$ cat src/rtl/sp_mul_pkg.sv
// Shared constants and width helpers for the pipelined mixed-sign multiplier.
package sp_mul_pkg;
  localparam int MAX_STAGE = 8;

  function automatic int fpw(input int wa, input int wb);
    return wa + wb + 1;
  endfunction

  // Signed output range bounds for a result of width w.
  function automatic longint sat_hi(input int w);
    return (longint'(1) << (w - 1)) - 1;
  endfunction

  function automatic longint sat_lo(input int w);
    return -(longint'(1) << (w - 1));
  endfunction
endpackage

$ cat src/rtl/sp_mul_pipe_reg.sv
// One ce-gated pipeline stage: valid always advances with ce, data loads only on a valid sample.
module sp_mul_pipe_reg #(
  parameter int WIDTH = 8
) (
  input  logic             clk,
  input  logic             rst_n,
  input  logic             ce,
  input  logic             vld_i,
  input  logic [WIDTH-1:0] d_i,
  output logic             vld_o,
  output logic [WIDTH-1:0] q_o
);
  logic             vld_d, vld_q;
  logic [WIDTH-1:0] data_d, data_q;

  always_comb begin
    vld_d  = vld_q;
    data_d = data_q;
    if (ce) begin
      vld_d = vld_i;
      if (vld_i) data_d = d_i;
    end
  end

  always_ff @(posedge clk or negedge rst_n) begin
    if (!rst_n) begin
      vld_q  <= 1'b0;
      data_q <= '0;
    end else begin
      vld_q  <= vld_d;
      data_q <= data_d;
    end
  end

  assign vld_o = vld_q;
  assign q_o   = data_q;
endmodule

$ cat src/rtl/sp_mul_pipe_rs.sv
// Pipelined mixed-sign multiplier with ce stalls, in-band valid, and round/shift/saturate output.
module sp_mul_pipe_rs
  import sp_mul_pkg::*;
#(
  parameter int ID         = 1,
  parameter int NUM_STAGE  = 3,
  parameter int din0_WIDTH = 12,
  parameter int din1_WIDTH = 12,
  parameter int dout_WIDTH = 23,
  parameter int A_SIGNED   = 0,
  parameter int B_SIGNED   = 1,
  parameter int SHIFT      = 0,
  parameter int ROUND      = 0,
  parameter int SAT        = 0
) (
  input  logic                  clk,
  input  logic                  reset,
  input  logic                  ce,
  input  logic                  in_vld,
  input  logic [din0_WIDTH-1:0] din0,
  input  logic [din1_WIDTH-1:0] din1,
  output logic                  out_vld,
  output logic [dout_WIDTH-1:0] dout,
  output logic                  sat_flag
);
  localparam int FPW = fpw(din0_WIDTH, din1_WIDTH);
  localparam int RW  = FPW + 1;
  localparam int CW  = ((RW > dout_WIDTH) ? RW : dout_WIDTH) + 1;
  localparam int NP  = (NUM_STAGE >= 3) ? NUM_STAGE - 2 : NUM_STAGE - 1;
  localparam int SH1 = (SHIFT > 0) ? SHIFT - 1 : 0;
  localparam logic signed [CW-1:0] LIM_HI = CW'(sat_hi(dout_WIDTH));
  localparam logic signed [CW-1:0] LIM_LO = CW'(sat_lo(dout_WIDTH));
  localparam logic signed [RW-1:0] RND =
    (ROUND != 0 && SHIFT > 0) ? (RW'(1) << SH1) : RW'(0);

  if (NUM_STAGE < 1 || NUM_STAGE > MAX_STAGE) begin : g_bad_stage
    $error("sp_mul_pipe_rs: NUM_STAGE out of range");
  end

  logic [din0_WIDTH-1:0] a_s;
  logic [din1_WIDTH-1:0] b_s;
  logic                  v_s;

  if (NUM_STAGE >= 3) begin : g_in
    logic [din0_WIDTH+din1_WIDTH-1:0] in_q;
    sp_mul_pipe_reg #(.WIDTH(din0_WIDTH + din1_WIDTH)) u_in (
      .clk(clk), .rst_n(reset), .ce(ce), .vld_i(in_vld),
      .d_i({din1, din0}), .vld_o(v_s), .q_o(in_q)
    );
    assign {b_s, a_s} = in_q;
  end else begin : g_no_in
    assign a_s = din0;
    assign b_s = din1;
    assign v_s = in_vld;
  end

  // Operands widened straight to FPW; the exact product always fits in FPW signed bits.
  logic signed [FPW-1:0] a_x, b_x;
  always_comb begin
    if (A_SIGNED != 0) a_x = FPW'($signed(a_s));
    else               a_x = FPW'($unsigned(a_s));
    if (B_SIGNED != 0) b_x = FPW'($signed(b_s));
    else               b_x = FPW'($unsigned(b_s));
  end

  logic signed [FPW-1:0] p_c [NP+1];
  logic                  p_v [NP+1];
  assign p_c[0] = a_x * b_x;
  assign p_v[0] = v_s;

  for (genvar i = 0; i < NP; i++) begin : g_prod
    sp_mul_pipe_reg #(.WIDTH(FPW)) u_p (
      .clk(clk), .rst_n(reset), .ce(ce), .vld_i(p_v[i]),
      .d_i(p_c[i]), .vld_o(p_v[i+1]), .q_o(p_c[i+1])
    );
  end

  logic signed [RW-1:0]   r_add, r_sh;
  logic signed [CW-1:0]   r_x;
  logic                   hi_ovf, lo_ovf;
  logic [dout_WIDTH:0]    res;
  always_comb begin
    r_add  = RW'(p_c[NP]) + RND;
    r_sh   = r_add >>> SHIFT;
    r_x    = CW'(r_sh);
    hi_ovf = (r_x > LIM_HI);
    lo_ovf = (r_x < LIM_LO);
    res    = {hi_ovf | lo_ovf, r_x[dout_WIDTH-1:0]};
    if (SAT != 0 && hi_ovf) res[dout_WIDTH-1:0] = LIM_HI[dout_WIDTH-1:0];
    if (SAT != 0 && lo_ovf) res[dout_WIDTH-1:0] = LIM_LO[dout_WIDTH-1:0];
  end

  logic [dout_WIDTH:0] out_q;
  sp_mul_pipe_reg #(.WIDTH(dout_WIDTH + 1)) u_out (
    .clk(clk), .rst_n(reset), .ce(ce), .vld_i(p_v[NP]),
    .d_i(res), .vld_o(out_vld), .q_o(out_q)
  );

  assign dout     = out_q[dout_WIDTH-1:0];
  assign sat_flag = out_q[dout_WIDTH];
endmodule
$ cat config.mk
export PLATFORM = sky130hd
export DESIGN_NAME = sp_mul_pipe_rs
export DESIGN_NICKNAME = d
export VERILOG_FILES = /design/src/rtl/sp_mul_pkg.sv /design/src/rtl/sp_mul_pipe_reg.sv /design/src/rtl/sp_mul_pipe_rs.sv
export SDC_FILE = /design/constraint.sdc
export NUM_CORES = 1
export LEC_CHECK = 0
export CORE_MARGIN = 10
export CORE_UTILIZATION = 55
export DETAILED_ROUTE_END_ITERATION = 16
export PLACE_DENSITY = 0.75
export SYNTH_ARGS = -nofsm -noshare
export SYNTH_HDL_FRONTEND = slang
export SYNTH_SLANG_ARGS = --single-unit
$ cat constraint.sdc
create_clock -name clk -period 5.45 [get_ports clk]
set_input_delay 1.09 -clock clk [delete_from_list [all_inputs] [get_ports clk]]
set_output_delay 1.09 -clock clk [all_outputs]
set_load 0.03 [all_outputs]
After elaboration in Yosys (flattened, before gate mapping)
Index checks and enable logic that the tools add are counted.
{"block": "totals", "elab_cells": 13, "in_bits": 28, "out_inout_bits": 25, "ff_bits": 76}
{"block": "op_classes", "magnitude_cmp": 2, "bitwise_logic": 1, "reduce_logical": 3, "multipliers": 1}
{"cell": "$gt A25 B23 Y1 const B", "count": 1}
{"cell": "$lt A25 B23 Y1 const B", "count": 1}
{"cell": "$mul A13 B12 Y25", "count": 1}
{"cell": "$reduce_and A2 Y1", "count": 3}
{"cell": "$or A1 B1 Y1", "count": 1}

Depth between registers and ports, before layout
Gate-level depths: netlist of run 1.
{"block": "logic_depth", "ltp_word": 2, "ltp_mapped": 21, "ltp_nobuf": 19}

Hierarchy
From an unflattened synthesis of run 1, not the netlist that was laid out.
{"block": "hier_totals", "hier_cells": 777, "hier_area_um2": 8095.3}
{"mod": "sp_mul_pipe_rs", "seq_area_each_um2": 0.0, "cells_each": 613, "n_inst": 1, "area_each_um2": 5039.8}
{"mod": "sp_mul_pipe_reg at g_in.u_in ...", "seq_area_each_um2": 625.6, "cells_each": 54, "n_inst": 2, "area_each_um2": 1004.7}
{"mod": "sp_mul_pipe_reg at g_prod[0].u_p", "seq_area_each_um2": 650.6, "cells_each": 56, "n_inst": 1, "area_each_um2": 1046.0}

Least setup slack after synthesis of run 1
Ideal clock, no wire load.
{"block": "synth_path", "kind": "reg2reg", "startpoint": "register g_in.u_in.data_q[20], in the netlist g_in.u_in.q_o[20]", "endpoint": "register g_prod[0].u_p.data_q[24]", "required_ns": 5.381, "t_arrival_ns": 5.070, "n_path_buf": 1, "stages_incl_launch_ff": 20, "setup_time_ns": 0.069, "path_slack_ns": 0.311, "synth_period_minus_slack_ns": 5.139, "cell_sequence": "dfrtp_1 clkbuf_1 and2_1 fa_1 inv_1 fa_1 inv_1 fa_1 fa_1 inv_1 fa_1 inv_1 ha_1 a21oi_1 o22ai_1 nor2_1 o211ai_1 a311o_1 or4_1 nand3_1"}
{"block": "synth_between", "elab_chain_cells": 1}
{"element": "start: declaration", "line_no": "sp_mul_pipe_reg.sv:14", "source": "logic [WIDTH-1:0] data_d, data_q;"}
{"element": "start signal: assignment", "line_no": "sp_mul_pipe_reg.sv:31", "source": "data_q <= data_d;"}
{"element": "$mul A13 B12 Y25", "line_no": "sp_mul_pipe_rs.sv:68", "source": "assign p_c[0] = a_x * b_x;"}
{"element": "end signal: assignment", "line_no": "sp_mul_pipe_reg.sv:31"}
{"element": "end: declaration", "line_no": "sp_mul_pipe_reg.sv:14"}
No other way between the ends.
A chain may end at the register's enable or synchronous reset.

Worst setup path in the final report of run 1
{"block": "layout_path", "startpoint": "register g_in.u_in.data_q[0], in the netlist g_in.u_in.q_o[0]", "endpoint": "register g_prod[0].u_p.data_q[21]"}
The elaborated chain is that of the path after synthesis.

==> results of run 1 <==
[stage by stage]
step,cell area (um2),hold slack [ns]
5_1_grt,9010,0.516
3_5_place_dp,8590,0.475
3_3_place_gp,8590,0.467
2_1_floorplan,7760,0.439
4_1_cts,8890,0.488
6_report,9010,0.485
[cells in the final DEF (no fill, tap or decap), types with 4 or more instances in the layout]
cell	netlist	routed
inv_1	165	164
and2_1	50	50
xnor2_1	6	6
nand2b_1	8	8
clkbuf_16	0	9
o211ai_1	4	4
xor2_1	8	8
fa_1	101	101
ha_1	76	74
buf_4	0	36
nor3_1	4	4
nor2_1	13	13
mux2_2	52	52
a21oi_1	17	16
dfrtp_2	0	12
o21ai_0	27	27
dfrtp_1	76	64
nand2_1	119	119
nand3_1	8	8
nor2b_1	5	5
clkdlybuf4s50_1	0	51
[how the worst min path moves through the flow]
| stage | end | slack, ns | startpoint | cells past startpoint |
|---|---|---|---|---|
| floorplan | g_prod[0].u_p.q_o[12] | 0.44 | g_prod[0].u_p.q_o[12] | 2 |
| global placement | g_prod[0].u_p.q_o[11] | 0.47 | g_prod[0].u_p.q_o[11] | 2 |
| detailed placement | u_out.q_o[23] | 0.47 | u_out.q_o[23] | 2 |
| CTS | u_out.q_o[23] | 0.49 | u_out.q_o[23] | 2 |
| global route | g_prod[0].u_p.q_o[14] | 0.52 | g_prod[0].u_p.q_o[14] | 2 |
| finish | g_prod[0].u_p.q_o[14] | 0.48 | g_prod[0].u_p.q_o[14] | 2 |
[critical path: stages (launching register included)]
cell and delay (ns):
dfrtp_1 0.41, buf_4 0.23, nand2_1 0.09, fa_1 0.40, fa_1 0.56, inv_1 0.05, ha_1 0.33, fa_1 0.56
inv_1 0.06, fa_1 0.54, inv_1 0.04, ha_1 0.32, nand2_1 0.14, o21ba_1 0.21, o41ai_4 0.36, o21ai_2 0.10
a221o_1 0.42, buf_4 0.17, nand2_1 0.05, o211ai_1 0.08
[timing repair]
action	4_1_cts	5_1_grt
gates resized for setup	0	23
buffers inserted	0	6
hold buffers	0	0
endpoints found under the setup margin	0	9
[state kept, by name, summed over array words and instances, names as in the netlist]
register and cells:
g_prod.u_p.q_o 25, g_in.u_in.q_o 24, g_in.u_in.vld_o 1, g_prod.u_p.vld_o 1, u_out.q_o 24, u_out.vld_o 1
[layer usage]
metal  global-route usage  wire length (um)
met1                0.223              7160
met2                0.322              9030
met3               0.0356               723
met4               0.0450               333
met5                    0                 0
[logic make-up (layout without fill, tap and decap cells)]
logic type      after synthesis  count (layout)  synth area share
compound gates               66              66            0.0530
xor+xnor                     14              14            0.0158
fa+ha+maj                   177             177             0.383
buf+inv                     200             268            0.0967
flops                        76              76             0.245
mux                          52              52            0.0754
simple gates                217             217             0.131
[cell type report]
cell class	count	area, um2
Multi-Input combinational cell	526	5160
Fill cell	1124	4870
Sequential cell	76	1920
Timing Repair Buffer	87	781
Inverter	165	619
Clock buffer	9	225
Tap cell	180	225
Clock inverter	7	76.3
==> impl_metrics.tcl, run 1 <==
set metrics [dict create \
    status "finished, final reports clean" \
    ys_types 40 \
    syn_avg_cell_area_um2 9.68 \
    grt_pass1_wl_um 29300 \
    die_x_um 139 \
    drt_pre_antenna_iters 6 \
    yosysMostFrequentCell "inv_1" \
    htreeDepth 3 \
    timing.rr.end "g_prod[0].u_p.q_o[21]" \
    die_h_um 139 \
    grt_use_total 0.182 \
    syn_to_final_growth_pct 16.0 \
    setup_violations 0 \
    numCtsBuffers 9 \
    max_slew_margin 0.323 \
    synth_largest_area_cell "fa_1" \
    grt_max_degree 77 \
    synth_edf_count 0 \
    coreArea_um2 13900 \
    worstSetupPathType "register to register" \
    clock.fmax_mhz 190 \
    setup_tns_ns 0 \
    rr_worst_depth 19 \
    period_minus_slack_ns 5.26 \
    syn_nets 1007 \
    initial_core_util 0.559 \
    wl_per_cell_um 16.4 \
    arrival_ns 5.48 \
    vias 5581 \
    antenna_cells 0 \
    synth_area_leaders "fa_1 26%, dfrtp_1 25%, ha_1 12%" \
    r2r_setup_slack_ns 0.19 \
    cts_tree "built" \
    final_antenna_net_count 0 \
    worstSetupStartpoint "g_in.u_in.q_o[0]" \
    final.period_utilization 0.965 \
    clock_path_buffers 2 \
    viasPerCell 5.32 \
    synth_flop_cell "dfrtp_1" \
    syn_inst 802 \
    crit_path_end_kind "register" \
    grt_overflow 0 \
    rr_startpoint "g_in.u_in.q_o[0]" \
    clock_sinks 76 \
    finalWorstSetupSlack_ns 0.188 \
    drive_gt1_frac 0.144 \
    post-route-drc-count 0 \
    crit_end "g_prod[0].u_p.q_o[21]" \
    yosys-top-cells-count "165 x inv_1, 119 x nand2_1, 101 x fa_1" \
    finalHoldViolCount 0 \
    path_clk_slew_ns 0.07 \
    io_pins 53 \
    wirelength_um 17200 \
    stdcell_count 1050 \
    pre_cts_ws_ns 0.0590 \
    seq_area_frac_synth 0.245 \
    port_buffers 52 \
    critPathRequiredTime_ns 5.66 \
    gp_congestion 0.911 \
    clock_skew_ns 0.0116 \
    synth_top_area_share 0.260 \
    syn_area_um2 7760 \
    ys_warn_count 0 \
    utilization 0.649 \
    nets 1070 \
    clk_latency_ns 0.35 \
    antenna_found_initial 0 \
    maxCapViolCount 0 \
    grt_pass1_vias 6033 \
    die-area_um2 19300 \
    root_buffer "clkbuf_16" \
    ys_ff_latch 76 \
    worst_slew_pin_slew_ns 1.01 \
    synthArstFlopShare 1.00 \
    placed_cells 1028 \
    drv_slew 0 \
    dr.first_iter.drc_count 290 \
    hp-class "register to register" \
    core.rowCount 43 \
    worstPathMaxFanout 12 \
    dp_hpwl_um 13800 \
    crit_path_start_kind "register" \
]
Power of run 1 is not shown: default switching activity piles up to over one toggle a cycle in this logic, so the estimate is an artifact.
==> run 2: changes to the inputs <==
- ABC_AREA: unset -> 1
==> run 2 against run 1 <==
  * Area after synthesis is 4.4% higher
  * Final area grew 0.67%
  * Critical endpoint is now g_prod[0].u_p.q_o[14]
  * Fmax is 3.1% higher
  * Hold slack lost 0.014 ns
  * Critical path depth fell by 4
  * Register-to-register slack improved by 0.16 ns
  * Via count is 13% higher
  * Final cell count rose by 18%
  * Sequential share of layout area fell by 0.31 points
  * Die area grew 3.7%
==> impl_metrics.tcl, run 2 <==
set metrics [dict create \
    status "finished, final reports clean" \
    final_cell_mix "325 x nand2_1, 245 x inv_1, 101 x fa_1, 76 x ha_1, 76 x dfrtp_1" \
    ys_types 28 \
    worstHoldPathCells 2 \
    grt_overflow 0 \
    ys_ff_latch 76 \
    crit_path_end_kind "register" \
    initial_core_util 0.560 \
    grt_setup_unrepaired "no" \
    clock_sinks 76 \
    yosys-top-cells-count "325 x nand2_1, 246 x inv_1, 101 x fa_1" \
    final_antenna_net_count 0 \
    drive_gt1_frac 0.0542 \
    syn_avg_cell_area_um2 8.03 \
    dp_hpwl_um 13900 \
    finalHoldViolCount 0 \
    max_slew_margin 0.359 \
    slowest_stage "dfrtp_1" \
    path_clk_slew_ns 0.07 \
    hp-start "g_prod[0].u_p.q_o[2]" \
    critPathRequiredTime_ns 5.67 \
    syn_nets 1214 \
    synthArstFlopShare 1.00 \
    grt_use_total 0.187 \
    worstPathMaxFanout 13 \
    post-route-drc-count 0 \
    period_minus_slack_ns 5.10 \
    hp-class "register to register" \
    clock.fmax_mhz 196 \
    io_pins 53 \
    vias 6304 \
    finalWorstSetupSlack_ns 0.348 \
    arrival_ns 5.32 \
    crit_chain "nor2_1, fa_1, fa_1, fa_1, fa_1, inv_1, fa_1, inv_1, ha_1, nand2_1, inv_1, a21oi_1, nand3_1, o21ai_0, o21ai_0" \
    timing.rr.end "g_prod[0].u_p.q_o[14]" \
    clock_path_buffers 2 \
    yosysMostFrequentCell "nand2_1" \
    numCtsBuffers 9 \
    crit_path_start_kind "register" \
    cpMostUsedCell "fa_1" \
    syn_area_um2 8100 \
    synth_area_leaders "fa_1 25%, dfrtp_1 23%, nand2_1 15%" \
    rr_worst_depth 15 \
    largest_register_ffs 25 \
    maxCapViolCount 0 \
    utilization 0.626 \
    pre_cts_ws_ns 0.355 \
    synth_flop_cell "dfrtp_1" \
    nets 1251 \
    setup_tns_ns 0 \
    gp_congestion 0.897 \
    r2r_setup_slack_ns 0.35 \
    die_x_um 141 \
    viasPerCell 5.10 \
    wl_per_cell_um 14.2 \
    final.period_utilization 0.936 \
    clock_skew_ns 0.00881 \
    die_h_um 141 \
    syn_to_final_growth_pct 11.9 \
    cts_tree "built" \
    antenna_cells 0 \
    drt_pre_antenna_iters 6 \
    grt_max_degree 77 \
    wirelength_um 17600 \
    drv_slew 0 \
    worst_slew_pin_slew_ns 0.962 \
    max_stage_delay_ns 0.69 \
    final_common_cell "nand2_1" \
    syn_inst 1009 \
    seq_area_frac_synth 0.235 \
    synth_largest_area_cell "fa_1" \
    setup_violations 0 \
    antenna_found_initial 0 \
    synth_top_area_share 0.250 \
    rr_startpoint "g_in.u_in.q_o[2]" \
    clk_latency_ns 0.36 \
    port_buffers 52 \
    coreArea_um2 14500 \
    grt_pass1_wl_um 30700 \
    dr.first_iter.drc_count 389 \
    grt_pass1_vias 6537 \
    root_buffer "clkbuf_16" \
    die-area_um2 20000 \
    hold_end "u_out.q_o[2]" \
    worstSetupPathType "register to register" \
    htreeDepth 3 \
    synth_edf_count 0 \
    ys_warn_count 0 \
    core.rowCount 44 \
]
==> run 2: how the worst max path moves through the flow <==
stage	from	to
2_1_floorplan	g_in.u_in.q_o[23]	g_prod[0].u_p.q_o[20]
3_3_place_gp	g_in.u_in.q_o[23]	g_prod[0].u_p.q_o[14]
3_5_place_dp	g_in.u_in.q_o[23]	g_prod[0].u_p.q_o[20]
4_1_cts	g_in.u_in.q_o[23]	g_prod[0].u_p.q_o[20]
5_1_grt	g_in.u_in.q_o[23]	g_prod[0].u_p.q_o[22]
6_report	g_in.u_in.q_o[2]	g_prod[0].u_p.q_o[14]
==> run 2: layout make-up <==
cell class	count	area, um2
tap	184	230
clock buffer	9	225
sequential	76	1900
inverter	247	931
multi-input combinational	652	5120
fill	1259	5410
clock inverter	7	80.1
timing repair buffer	60	578
==> run 2: kinds of logic (layout without fill, tap and decap cells) <==
kind of cell	count (synthesis)	after routing	share of synthesized area
buf+inv	281	323	0.133
compound gates	46	46	0.0297
simple gates	400	400	0.198
xor+xnor	8	8	0.00865
fa+ha+maj	177	177	0.367
mux	21	21	0.0292
flops	76	76	0.235
==> run 2: layer usage <==
metal / GRT usage / share of wire / routed length (um)
met5: 0 / 0 / 0
met4: 0.0641 / 0.022 / 387
met3: 0.0304 / 0.043 / 756
met2: 0.324 / 0.52 / 9110
met1: 0.231 / 0.42 / 7330
==> run 2: stage by stage <==
step | hold slack (ns) | cell area [um2] | cells
2_1_floorplan | 0.442 | 8100 | 1009
3_3_place_gp | 0.457 | 8730 | 1216
3_5_place_dp | 0.464 | 8730 | 1216
4_1_cts | 0.471 | 9040 | 1232
5_1_grt | 0.500 | 9070 | 1235
6_report | 0.471 | 9070 | 1235
==> run 2: critical path, delay by kind of cell, from the launching register on <==
kind | cells | cell delay, ns
adder cells (fa/ha/maj) | 6 | 3.01
flip-flops | 1 | 0.69
AO/OA/AOI/OAI | 3 | 0.61
AND/OR/NAND/NOR | 3 | 0.48
buffers and inverters | 3 | 0.15
==> run 2: timing repair <==
item / in CTS / in global routing
resized for setup: 0 / 1
hold buffers: 0 / 0
buffers inserted: 0 / 3
endpoints found under the hold margin: 0 / 0
setup endpoints to repair: 0 / 2
Power of run 2 is left out for the same reason.
